`config.mk`:
```
export PLATFORM = sky130hd
export DESIGN_NAME = mod_ctrl_flat
export DESIGN_NICKNAME = d
export VERILOG_FILES = /design/src/rtl/mod_ctrl_if.sv /design/src/rtl/mod_ctrl.sv /design/src/flat_wrapper.sv
export SDC_FILE = /design/constraint.sdc
export NUM_CORES = 1
export LEC_CHECK = 0
export BUFFER_PORTS_ARGS = -buffer_cell sky130_fd_sc_hd__buf_2
export CORE_MARGIN = 4
export CORE_UTILIZATION = 48
export DETAILED_ROUTE_END_ITERATION = 8
export PLACE_DENSITY = 0.83
export SYNTH_ARGS = -nofsm -noshare
export SYNTH_HDL_FRONTEND = slang
export SYNTH_SLANG_ARGS = --single-unit
```
`constraint.sdc`:
```
create_clock -name clk -period 2.8 [get_ports clk]
set_clock_uncertainty 0.2 [all_clocks]
set_input_delay 0.14 -clock clk [delete_from_list [all_inputs] [get_ports clk]]
set_output_delay 0.14 -clock clk [all_outputs]
set_load 0.01 [all_outputs]
```
`src/rtl/mod_ctrl_if.sv`:
```
// mod_ctrl_if: operand/start handshake, datapath strobes and result valid/ready bundle for mod_ctrl.
interface mod_ctrl_if #(parameter int WIDTH = 32);
    logic             start;
    logic [WIDTH-1:0] op_a;
    logic [WIDTH-1:0] op_b;
    logic             busy;
    logic [WIDTH-1:0] dp_a;
    logic [WIDTH-1:0] dp_b;
    logic             dp_load;
    logic             dp_subtract;
    logic             dp_done;
    logic [WIDTH-1:0] dp_result;
    logic [WIDTH-1:0] result;
    logic             result_valid;
    logic             result_ready;
    logic             div_by_zero;
    logic             timeout;
    modport slave (
        input  start, op_a, op_b, dp_done, dp_result, result_ready,
        output busy, dp_a, dp_b, dp_load, dp_subtract, result, result_valid, div_by_zero, timeout
    );
    modport master (
        output start, op_a, op_b, dp_done, dp_result, result_ready,
        input  busy, dp_a, dp_b, dp_load, dp_subtract, result, result_valid, div_by_zero, timeout
    );
endinterface

```
`src/rtl/mod_ctrl.sv`:
```
// mod_ctrl: sequences the mod_dp datapath (load, repeated subtract) and returns the remainder via valid/ready.
// Define MOD_CYCLE_COUNT_EN to add cycle_count_o, the SUB-cycle count of the last operation.
module mod_ctrl #(
    parameter int WIDTH    = 32,
    parameter int MAX_ITER = 1024,
    parameter int CNT_W    = 16
) (
    input  logic             clk,
    input  logic             rst_n,
`ifdef MOD_CYCLE_COUNT_EN
    output logic [CNT_W-1:0] cycle_count_o,
`endif
    mod_ctrl_if.slave        bus
);
    typedef enum logic [1:0] {IDLE, LOAD, SUB, DONE} state_t;
    state_t           state_q, state_d;
    logic [WIDTH-1:0] a_q, a_d, b_q, b_d, res_q, res_d;
    logic             valid_q, valid_d, dbz_q, dbz_d, to_q, to_d;
    logic [CNT_W-1:0] cnt_q, cnt_d, cc_q, cc_d;
    always_comb begin
        state_d = state_q;
        a_d     = a_q;
        b_d     = b_q;
        res_d   = res_q;
        valid_d = valid_q;
        dbz_d   = dbz_q;
        to_d    = to_q;
        cnt_d   = cnt_q;
        cc_d    = cc_q;
        case (state_q)
            IDLE: if (bus.start) begin
                a_d = bus.op_a;
                b_d = bus.op_b;
                if (bus.op_b == '0) begin
                    state_d = DONE;
                    valid_d = 1'b1;
                    dbz_d   = 1'b1;
                    res_d   = '0;
                    cc_d    = '0;
                end else begin
                    state_d = LOAD;
                end
            end
            LOAD: begin
                cnt_d   = '0;
                state_d = SUB;
            end
            SUB: begin
                // dp_done wins over the iteration limit when both land on the same cycle
                if (bus.dp_done || cnt_q == CNT_W'(MAX_ITER - 1)) begin
                    state_d = DONE;
                    valid_d = 1'b1;
                    to_d    = !bus.dp_done;
                    res_d   = bus.dp_done ? bus.dp_result : '0;
                    cc_d    = cnt_q + CNT_W'(1);
                end else begin
                    cnt_d = cnt_q + CNT_W'(1);
                end
            end
            DONE: if (bus.result_ready) begin
                state_d = IDLE;
                valid_d = 1'b0;
                dbz_d   = 1'b0;
                to_d    = 1'b0;
            end
            default: state_d = IDLE;
        endcase
    end
    always_ff @(posedge clk or negedge rst_n) begin
        if (!rst_n) begin
            state_q <= IDLE;
            a_q     <= '0;
            b_q     <= '0;
            res_q   <= '0;
            valid_q <= 1'b0;
            dbz_q   <= 1'b0;
            to_q    <= 1'b0;
            cnt_q   <= '0;
            cc_q    <= '0;
        end else begin
            state_q <= state_d;
            a_q     <= a_d;
            b_q     <= b_d;
            res_q   <= res_d;
            valid_q <= valid_d;
            dbz_q   <= dbz_d;
            to_q    <= to_d;
            cnt_q   <= cnt_d;
            cc_q    <= cc_d;
        end
    end
    assign bus.busy         = state_q != IDLE;
    assign bus.dp_load      = state_q == LOAD;
    assign bus.dp_subtract  = state_q == SUB;
    assign bus.dp_a         = a_q;
    assign bus.dp_b         = b_q;
    assign bus.result       = res_q;
    assign bus.result_valid = valid_q;
    assign bus.div_by_zero  = dbz_q;
    assign bus.timeout      = to_q;
`ifdef MOD_CYCLE_COUNT_EN
    assign cycle_count_o = cc_q;
`else
    logic unused_cc;
    assign unused_cc = ^cc_q;
`endif
endmodule
```
`src/flat_wrapper.sv`:
```
// flat-port wrapper written by rule: the top's interface ports become plain ports
module mod_ctrl_flat 
#(
    parameter int WIDTH    = 32,
    parameter int MAX_ITER = 1024,
    parameter int CNT_W    = 16
)
  (clk, rst_n, bus_start, bus_op_a, bus_op_b, bus_dp_done, bus_dp_result, bus_result_ready, bus_busy, bus_dp_a, bus_dp_b, bus_dp_load, bus_dp_subtract, bus_result, bus_result_valid, bus_div_by_zero, bus_timeout);
  mod_ctrl_if #(.WIDTH(WIDTH)) bus_i ();
  input  logic clk;
  input  logic rst_n;
  input wire logic [$bits(bus_i.start)-1:0] bus_start;
  input wire logic [$bits(bus_i.op_a)-1:0] bus_op_a;
  input wire logic [$bits(bus_i.op_b)-1:0] bus_op_b;
  input wire logic [$bits(bus_i.dp_done)-1:0] bus_dp_done;
  input wire logic [$bits(bus_i.dp_result)-1:0] bus_dp_result;
  input wire logic [$bits(bus_i.result_ready)-1:0] bus_result_ready;
  output wire logic [$bits(bus_i.busy)-1:0] bus_busy;
  output wire logic [$bits(bus_i.dp_a)-1:0] bus_dp_a;
  output wire logic [$bits(bus_i.dp_b)-1:0] bus_dp_b;
  output wire logic [$bits(bus_i.dp_load)-1:0] bus_dp_load;
  output wire logic [$bits(bus_i.dp_subtract)-1:0] bus_dp_subtract;
  output wire logic [$bits(bus_i.result)-1:0] bus_result;
  output wire logic [$bits(bus_i.result_valid)-1:0] bus_result_valid;
  output wire logic [$bits(bus_i.div_by_zero)-1:0] bus_div_by_zero;
  output wire logic [$bits(bus_i.timeout)-1:0] bus_timeout;
  assign bus_i.start = bus_start;
  assign bus_i.op_a = bus_op_a;
  assign bus_i.op_b = bus_op_b;
  assign bus_i.dp_done = bus_dp_done;
  assign bus_i.dp_result = bus_dp_result;
  assign bus_i.result_ready = bus_result_ready;
  assign bus_busy = bus_i.busy;
  assign bus_dp_a = bus_i.dp_a;
  assign bus_dp_b = bus_i.dp_b;
  assign bus_dp_load = bus_i.dp_load;
  assign bus_dp_subtract = bus_i.dp_subtract;
  assign bus_result = bus_i.result;
  assign bus_result_valid = bus_i.result_valid;
  assign bus_div_by_zero = bus_i.div_by_zero;
  assign bus_timeout = bus_i.timeout;
  mod_ctrl #(.WIDTH(WIDTH), .MAX_ITER(MAX_ITER), .CNT_W(CNT_W)) u_core (.clk(clk), .rst_n(rst_n), .bus(bus_i));
endmodule
```
==> reports/metrics.yaml <==
outcome:
  status: "completed"
routing:
  drt_iter0_drc: 459
  wirelength_mm: 18.88
  vias: 4672
  routed_via_density: 5.733
  drt_pass1_iterations: 7
  drc: 0
  wl_per_cell_um: 23.17
  ant_nets: 0
sta:
  slew_headroom_pct: 42.34
  grt_setup_unrepaired: "false"
  max_freq_mhz: 373.9
  finalHoldViolCount: 0
  period_minus_slack_ps: 2675
  setup_viol: 0
  timing.final.ws_setup_ps: 125.2
  fin_crit_sh_pct: 95.53
  fin_setup_tns_ps: 0
  worst_slew_pin_slew_ps: 865.0
  maxSlewViolCount: 0
setup_path:
  crit_path_cell_trace: "ha_1 -> nand3_1 -> nor3_1 -> a21oi_1 -> nor3_2 -> mux2i_1"
  start_kind: "flip-flop"
  crit_slowest_cell: "nor3_1"
  crit_cells: 6
  critPathBufInv: 0
  end_kind: "flip-flop"
  reg2reg_depth: 6
  critPathMaxStageDelay_ps: 460
  required_ps: 3030
  critPathTopFamily: "simple AND/OR/NAND/NOR gates"
  path_class: "flip-flop to flip-flop"
  cp_data_arrival_time_ps: 2900
  crit_fanout: 8
yosys:
  yosys_warnings: 0
  dominantRegCellSynth: "dfrtp_1"
  synth_cell_type_count: 40
  yosysTopAreaCellShare_pct: 60.45
  avgSynthCellArea_um2: 13.68
  ys_ff_latch: 117
  synth_edf_count: 0
  syn_nets: 461
  syn_inst: 354
  syn_area_um2: 4843
  synth-seq-area-share_pct: 60.45
  synth.largest_area_cell: "dfrtp_1"
  async_reset_ff_share_pct: 100.0
  ys_top_cells_by_area: "dfrtp_1, mux2_2, a22o_1, ha_1, mux2i_1"
layout:
  final_common_cell: "buf_2"
  layout.cells.most_common_list: "buf_2, dfrtp_1, dlygate4sd3_1"
  fin_util_pct: 78.05
  layout-drive-gt1-share_pct: 46.55
  fillCellCount: 478
  area_growth_pct: 58.23
  nNetsFinal: 775
clocking:
  cts_num_sinks: 117
  cts_buffer_depth: 2
  cts_tree: "yes"
  clock_latency_ps: 520
  cts.clk_slew.worst_paths_ps: 70
  cts_made_buffers: 17
  cts_max_level: 4
  cts-root-buf: "clkbuf_8"
global_route:
  antenna_found_initial: 2
  grt_pass1_wl_mm: 28.01
  grt_max_degree: 68
  grt_usage_pct: 31.77
  grt_overflow: 0
  grt_pass1_vias: 4994
flow_run:
  maxCapViolations: 0
placement:
  port-buffer-count: 202
  place.gp.congestion: 0.8826
  dp_slack_ps: 334.1
  dp_hpwl_mm: 9.163
floorplanning:
  die_h_um: 108.5
  rows: 36
  core-area_um2: 9819
  pin_count: 203
  die_area_um2: 11760
  initial_utilization_pct: 49.32
  die_x_um: 108.5
pwr:
  ir_worst_vdd_uv: 638.3
  pwr_density_cell_nw_per_um2: 1059
  p_leak_nw: 3.782
min_path:
  hold_path_class: "input pin to asynchronous set/reset pin"
## sequential cells by signal, summed over array words and instances, names as in the netlist
signal                   cells
u_core.bus.result           32
u_core.bus.result_valid      1
u_core.bus.dp_b             32
u_core.bus.dp_a             32
u_core.state_q               2
u_core.bus.div_by_zero       1
u_core.cnt_q                16
u_core.bus.timeout           1
## layout make-up
type                       instances  area [um2]  share of cell area [%]
sequential                       117        2928                   38.20
timing repair buffer             311        2100                   27.40
multi-input combinational        211        1792                   23.38
clock buffer                      19       441.7                   5.763
clock inverter                    13       196.4                   2.563
tap                              133       166.4                   2.171
inverter                          10       37.54                  0.4898
antenna                            1       2.502                 0.03265
## per-layer routing
layer	track usage, %	share of wire (%)	up-vias	wire [um]
met4	20.38	6.8	2	1292
met5	0	0.069	-	13
met2	54.63	50	399	9499
met3	10.03	10	116	1926
li1	-	-	1935	-
met1	33.48	33	2220	6152
## cells in the mapped netlist, drive strengths merged, types with 5 or more instances
cell type,n
inv,10
nand2,13
buf,9
nor4,8
nor2,13
dfrtp,117
nor3,6
ha,6
nand3,9
a22o,33
clkbuf,7
mux2,66
mux2i,7
nand4,5
o21ai,7
## report_power, final
part / switching, W / internal, W
sequential: 0.000477 / 0.00238
combinational: 0.00154 / 0.00135
clock: 0.000876 / 0.00151
## worst paths after layout
| path | startpoint | end | slack (ps) |
|---|---|---|---|
| worst max register to register | u_core.cnt_q[0] | u_core.state_q[1] | 130 |
| worst min-delay path | rst_n | u_core.bus.dp_a[25] | 80 |
| min in group clk | bus_op_a[25] | u_core.bus.dp_a[25] | 180 |
| worst max-delay path | u_core.cnt_q[0] | u_core.state_q[1] | 130 |
| worst min register to register | u_core.bus.result[9] | u_core.bus.result[9] | 300 |
| max in group asynchronous | rst_n | u_core.bus.result[17] | 1510 |
## metrics by stage
step	instance area [um2]	std cells	hold slack, ps	power, W
floorplan	4843	354	-355.6	0.004201
global placement	5996	680	84.91	0.005174
detailed placement	5996	680	96.58	0.005299
CTS	7655	814	107.5	0.007773
global route	7664	815	150.4	0.008400
finish	7664	815	77.45	0.008119
## timing repair
action / in CTS / in global routing
endpoints found under the setup margin: 0 / 1
hold endpoints to repair: 167 / 0
resized for setup: 0 / 1
buffers inserted: 0 / 0
hold buffers: 102 / 0
## cells by family (layout without fill, tap and decap cells)
group	count (synthesis)	in the layout	synth area share, %
buffers and inverters	26	353	2.738
AND/OR/NAND/NOR	69	69	7.802
flip-flops	117	117	60.45
AO/OA/AOI/OAI	57	57	9.584
XOR/XNOR	6	6	1.085
adder cells (fa/ha/maj)	6	6	1.550
other	0	1	0
multiplexers	73	73	16.79
No activity file was read; power rests on OpenSTA's default activity.
